$ cat src/rtl/alu_share_arbiter.sv
// alu_share_arbiter
//   Shares one combinational 32-bit ALU between two requesters. Each port has
//   a valid/ready handshake and the two are arbitrated round-robin. The ALU
//   result of an accepted op is captured into a one-entry response slot
//   that supports backpressure. Per-port saturating counters record how many
//   ops each port has had accepted.
//
// Ports
//   clk, reset                      clock (rising edge), synchronous active-high reset
//   req{0,1}_valid/ready            request handshake for each port
//   req{0,1}_op/a/b/shamt           request fields (held stable by the requester until ready)
//   alu_op/a/b/shamt                combinational drive to the ALU
//   alu_result, alu_zero            combinational result from the ALU
//   rsp_valid/ready                 response slot handshake
//   rsp_id/result/zero/illegal      registered response contents
//   cnt0, cnt1                      saturating accepted-op counters
module alu_share_arbiter #(
    parameter int DATA_W = 32,
    parameter int CNT_W  = 16
) (
    input  logic              clk,
    input  logic              reset,
    input  logic              req0_valid,
    output logic              req0_ready,
    input  logic [3:0]        req0_op,
    input  logic [DATA_W-1:0] req0_a,
    input  logic [DATA_W-1:0] req0_b,
    input  logic [4:0]        req0_shamt,
    input  logic              req1_valid,
    output logic              req1_ready,
    input  logic [3:0]        req1_op,
    input  logic [DATA_W-1:0] req1_a,
    input  logic [DATA_W-1:0] req1_b,
    input  logic [4:0]        req1_shamt,
    output logic [3:0]        alu_op,
    output logic [DATA_W-1:0] alu_a,
    output logic [DATA_W-1:0] alu_b,
    output logic [4:0]        alu_shamt,
    input  logic [DATA_W-1:0] alu_result,
    input  logic              alu_zero,
    output logic              rsp_valid,
    input  logic              rsp_ready,
    output logic              rsp_id,
    output logic [DATA_W-1:0] rsp_result,
    output logic              rsp_zero,
    output logic              rsp_illegal,
    output logic [CNT_W-1:0]  cnt0,
    output logic [CNT_W-1:0]  cnt1
);

    typedef enum logic {
        EMPTY = 1'b0,
        FULL  = 1'b1
    } slot_t;

    slot_t state;
    slot_t state_next;
    logic  ptr;          // 0: port 0 wins a tie, 1: port 1 wins a tie
    logic  can_accept;
    logic  grant0;
    logic  grant1;
    logic  accept;
    logic  sel;          // port whose fields drive the ALU
    logic  op_illegal;

    assign rsp_valid  = (state == FULL);
    assign can_accept = (state == EMPTY) || rsp_ready;

    // Grant and next-state logic
    always_comb begin
        grant0     = 1'b0;
        grant1     = 1'b0;
        state_next = state;
        if (!reset && can_accept) begin
            if (req0_valid && req1_valid) begin
                grant0 = ~ptr;
                grant1 = ptr;
            end else begin
                grant0 = req0_valid;
                grant1 = req1_valid;
            end
        end
        if (grant0 || grant1) begin
            state_next = FULL;
        end else if (rsp_ready) begin
            state_next = EMPTY;
        end
    end

    assign accept     = grant0 | grant1;
    assign req0_ready = grant0;
    assign req1_ready = grant1;

    // With no grant the ALU still sees a port: the one the pointer favours.
    assign sel       = grant1 | (~grant0 & ptr);
    assign alu_op    = sel ? req1_op    : req0_op;
    assign alu_a     = sel ? req1_a     : req0_a;
    assign alu_b     = sel ? req1_b     : req0_b;
    assign alu_shamt = sel ? req1_shamt : req0_shamt;

    always_comb begin
        op_illegal = 1'b1;
        case (alu_op)
            4'h0, 4'h1, 4'h2, 4'h3, 4'h4,
            4'h8, 4'h9, 4'hA, 4'hB, 4'hC, 4'hE: op_illegal = 1'b0;
            default:                            op_illegal = 1'b1;
        endcase
    end

    always_ff @(posedge clk) begin
        if (reset) begin
            state       <= EMPTY;
            ptr         <= 1'b0;
            rsp_id      <= 1'b0;
            rsp_result  <= '0;
            rsp_zero    <= 1'b0;
            rsp_illegal <= 1'b0;
            cnt0        <= '0;
            cnt1        <= '0;
        end else begin
            state <= state_next;
            if (accept) begin
                rsp_result  <= alu_result;
                rsp_zero    <= alu_zero;
                rsp_illegal <= op_illegal;
                rsp_id      <= grant1;
            end
            // Pointer only moves after a contested grant, toward the loser.
            if (req0_valid && req1_valid && accept) begin
                ptr <= grant0;
            end
            if (grant0 && (cnt0 != '1)) begin
                cnt0 <= cnt0 + 1'b1;
            end
            if (grant1 && (cnt1 != '1)) begin
                cnt1 <= cnt1 + 1'b1;
            end
        end
    end

endmodule

$ cat config.mk
export PLATFORM = sky130hd
export DESIGN_NAME = alu_share_arbiter
export DESIGN_NICKNAME = d
export VERILOG_FILES = /design/src/rtl/alu_share_arbiter.sv
export SDC_FILE = /design/constraint.sdc
export NUM_CORES = 1
export LEC_CHECK = 0
export ABC_AREA = 0
export BUFFER_PORTS_ARGS = -buffer_cell sky130_fd_sc_hd__buf_2
export CORE_AREA = 2 2 128 130
export CTS_CLUSTER_SIZE = 8
export DETAILED_ROUTE_END_ITERATION = 8
export DIE_AREA = 0 0 130 132
export PLACE_DENSITY_LB_ADDON = 0.15
export SLEW_MARGIN = 40
export SYNTH_ARGS = -nofsm -noshare
export SYNTH_HDL_FRONTEND = slang
export SYNTH_SLANG_ARGS = --single-unit
$ cat constraint.sdc
create_clock -name clk -period 2 [get_ports clk]
set_input_delay 0.4 -clock clk [delete_from_list [all_inputs] [get_ports clk]]
set_output_delay 0.4 -clock clk [all_outputs]
set_load 0.01 [all_outputs]
* After elaboration in Yosys (flattened, before gate mapping) *
Memories as Yosys holds them, arrays and structs flattened. A register that Yosys moved wholly into a read port is not among the register bits.
Index checks and enable logic that the tools add are counted.

storage, ports and cells
  register bits = 68
  bits in read-only memories = 16
  input bits = 184
  memories kept = 1

cells by class
  add/sub/neg operators = 2
  equality and inequality tests = 2
  mux-type cells = 10
  bitwise operators = 6
  reduce and logical (&&, ||, !) cells = 9

memory list
  memory            depth  bits a word  rd ports  clocked after memory_dff  wr ports  RTL line  text
  (name not given)  16     1            1         1                         0         103       case (alu_op)

operator list
  operator                                        count
  two-way mux 32 bit                              2
  adder 16 x 1 -> 16 bit (second input constant)  2
  inequality test 16 bit (second input constant)  2
  two-way mux 1 bit                               6
  logical AND 1 bit                               5
  two-way mux 5 bit                               1
  two-way mux 4 bit                               1
  NOT 1 bit                                       3
  logical OR 1 bit                                2
  bitwise OR 1 bit                                2
  nonzero test 2 bit                              1
  AND 1 bit                                       1
  zero test 1 bit                                 1

* Logic depth before layout (Yosys ltp) *
  depth after elaboration = 8
  depth in mapped cells = 8
  gate-level depth less buffers = 6

* Worst setup path after synthesis *
OpenSTA, ideal clock, no wires.

  kind = input to output
  start point = in reset
  end point = out alu_a[0]
  arrival = 1708 ps
  data required time = 1600 ps
  setup slack = -108 ps
  stages = 5
  path buffers = 2
  cell sequence = clkbuf_1 o31ai_1 a21oi_2 buf_2 mux2_2

on the way
  cells in the longest elaborated chain, start to end = 7
  elaborated cells between the ends (all ways) = 8
  classes of those cells = mux (3); bitwise (3); reduce/logical (2)

ends and longest elaborated chain
  item                  RTL line  text
  start, declared       22        input logic reset,
  zero test 1 bit *     74        if (!reset && can_accept) begin
  logical AND 1 bit *   74
  two-way mux 1 bit     74
  NOT 1 bit             95        assign sel = grant1 | (~grant0 & ptr);
  AND 1 bit             95
  bitwise OR 1 bit *    95
  two-way mux 32 bit *  97        assign alu_a = sel ? req1_a : req0_a;
  end, declared         36        output logic [DATA_W-1:0] alu_a,

Every way passes the cells marked *; elsewhere a longest branch is shown, timed or not.

* Final worst setup path *
  start point = reg state, in the netlist rsp_valid
  end point = out alu_shamt[2]

on the way
  cells in the longest elaborated chain, start to end = 8
  elaborated cells between the ends (all ways) = 9
  classes of those cells = mux (3); bitwise (4); reduce/logical (2)

ends and longest elaborated chain
  item                    RTL line  text
  start, declared         56        slot_t state;
  start signal, assigned  121       state <= state_next;
  NOT 1 bit *             67        assign can_accept = (state == EMPTY) || rsp_ready;
  logical OR 1 bit *      67
  logical AND 1 bit *     74
  two-way mux 1 bit       74
  NOT 1 bit               95
  AND 1 bit               95
  bitwise OR 1 bit *      95
  two-way mux 5 bit *     99        assign alu_shamt = sel ? req1_shamt : req0_shamt;
  end, declared           38        output logic [4:0] alu_shamt,

Marks and branches as above.

==> flow_summary.toml <==
[yosys]
synth.top_cells.by_area = "dfxtp_1 (36%), mux2_2 (22%), nand2_1 (8.4%)"
synth_seq_area_share_pct = 36.1
synth_ff_type = "dfxtp_1"
synth_edf_count = 0
avgSynthCellArea_um2 = 8.65
yosys.area.top_type_share_pct = 36.1
ys_types = 45
syn_nets = 628
synth.most_common_cell = "nand2_1"
synth_common_cells = "nand2_1 (86), mux2_2 (73), dfxtp_1 (69), a21oi_1 (44), nor2_1 (27)"
syn_inst = 442
async_reset_ff_share_pct = 0
yosys_register_bits = 69
syn_area_um2 = 3820
yosys.area.top_type = "dfxtp_1"
synth_warnings = 0

[flow_run]
max_cap_violations = 0

[timing]
finalSetupTns_ps = -19240
rsz0062_at_grt = "true"
fmax_ghz = 0.430
fin_ws_ps = -325
relSlewSlack_pct = 63.5
min_period_ps = 2320
tightest_slew_ps = 548
finalCritPeriodShare_pct = 116
report.final.slew_viol_count = 0
clock_skew_ps = 9.76
setup_violations = 73
hold_violations = 0

[critical_path]
crit_arrival_ps = 1920
cp_cell_sequence = "nor2b_4 -> o31ai_4 -> a21oi_4 -> buf_4 -> buf_6 -> buf_6 -> mux2_4 -> buf_6"
cp-startpoint = "rsp_valid"
critPathCapture = "alu_shamt[2]"
required_ps = 1600
startpoint_type = "register"
ff2ff_setup_slack_ps = 130
r2r-end = "rsp_illegal"
slowest_stage = "mux2_4"
crit_top_cell = "buf_6"
r2r_cells = 8
critPathKind = "reg -> out"
end_kind = "primary output"
cpPeakStageDelay_ps = 340
worstPathMaxFanout = 3
r2r_start = "ptr"

[power]
peakVddDrop_mv = 0.406
power_density_nw_per_um2 = 649
leakage_uw = 0.00331

[finish]
final_area_um2 = 6850
final_core_util_pct = 43.6
fin_cells = 1049
drive_gt1_share_pct = 59.6
area.growth.synth_to_final_pct = 79.3
fin_nets = 1002

[outcome]
outcome = "finished, violations left"
violations = "negative setup slack"

[global_routing]
grt_use_total_pct = 20.2
globalRouteOverflowTotal = 0
grt_pass1_wl_um = 26400
first_global_vias = 4847
grt_max_degree = 50
antenna_found_initial = 15

[die]
die-area_um2 = 17200
fp.dieH_um = 132
fp.coreArea_um2 = 15700
initial_core_util_pct = 24.3
rows = 46
io_pins = 327
die_x_um = 130

[cts]
cts_root_buf = "clkbuf_16"
numClockSinks = 69
cts_tree = "yes"
clk_pin_slew_ps = 60
htree_levels = 3
cts_made_buffers = 9
clock_latency_ps = 320
ctsHoldBuffers = 0
clk_path_buf_depth = 2

[drt]
drc = 0
drt_iter0_drc = 166
vias_per_cell = 4.59
routedWlPerCell_um = 17.3
firstDrtPassIters = 4
wl_um = 18100
antenna_left = 0
vias = 4811

[placed_design]
dp_hpwl_um = 15100
pre_cts_ws_ps = -192
placed_area_um2 = 6100
portBuffers = 326
post-place-cells = 1015
gp_congestion = 0.918

[hold_path]
min_path_type = "in -> reg"
final cells by class:
cell class	count	area, µm²
clock inverter	6	63.8
inverter	8	46.3
timing repair buffer	385	2400
multi-input combinational	343	2420
antenna	13	32.5
sequential	69	1390
fill	1632	8860
clock buffer	9	225
tap	216	270
flip-flops by register name, indices dropped and copies added, names as in the netlist:
signal / count
cnt0: 16
cnt1: 16
ptr: 1
rsp_id: 1
rsp_illegal: 1
rsp_result: 32
rsp_valid: 1
rsp_zero: 1
stage by stage:
stage | total power [µW] | hold WS [ps]
floorplan | 2090 | 476
global placement | 2700 | 436
detailed placement | 2710 | 443
CTS | 4480 | 297
global route | 4670 | 306
finish | 4440 | 313
cells in the final DEF (no fill, tap or decap), drive strengths merged, types with 2 or more instances in the layout:
cell,synthesis,layout
a21oi,45,45
and3,4,4
and4,2,2
buf,13,385
clkbuf,10,9
clkinv,2,3
clkinvlp,0,3
dfxtp,69,69
diode,0,13
ha,2,2
inv,6,7
mux2,73,73
mux2i,6,6
nand2,86,86
nand3,14,14
nand4,9,9
nor2,28,28
nor2b,2,2
nor3,6,6
nor4,8,8
o211ai,6,6
o21ai,7,8
o311ai,2,2
o31ai,5,5
o41ai,3,3
or3,4,4
or4,5,5
xnor2,10,10
xor2,5,5
per-layer routing:
metal  track usage, %  wire length, µm
met2             35.6             9460
met1             22.2             7020
met4             7.77              272
met3             6.62             1360
met5                0               23
critical path, delay by kind of cell (launching register included):
kind,cells,cell delay [ps]
multiplexers,1,340
flip-flops,1,330
AND/OR/NAND/NOR,1,130
AO/OA/AOI/OAI,2,290
buffers and inverters,4,500
how the worst min path moves through the flow:
stage | from | endpoint | slack (ps) | cells past startpoint
after floorplan | rsp_result[0] | rsp_result[0] | 480 | 2
after global placement | rsp_result[3] | rsp_result[3] | 440 | 2
after detailed placement | rsp_result[18] | rsp_result[18] | 440 | 2
after CTS | alu_result[10] | rsp_result[10] | 300 | 3
after global routing | alu_zero | rsp_zero | 310 | 3
final | alu_result[10] | rsp_result[10] | 310 | 3
repair_timing:
item | in CTS | in global routing
endpoints found under the setup margin | 75 | 79
gates resized for setup | 62 | 12
cloned | 0 | 1
pin swaps | 0 | 1
setup buffers | 3 | 2
power breakdown:
group	internal, µW	leakage, µW	switching [µW]
Clock	958	0.000138	604
Sequential	1430	0.000563	28.1
Combinational	794	0.00261	626
logic make-up (layout without fill, tap and decap cells):
| logic type | count (synthesis) | in the layout | share of synthesized area [%] |
|---|---|---|---|
| xor+xnor | 15 | 15 | 3.44 |
| buf+inv | 31 | 408 | 3.96 |
| fa+ha+maj | 2 | 2 | 0.655 |
| simple gates | 172 | 172 | 20.8 |
| other cells | 0 | 13 | 0 |
| compound gates | 74 | 75 | 12.0 |
| flops | 69 | 69 | 36.1 |
| mux | 79 | 79 | 23.1 |
(Power assumes the default switching activity.)
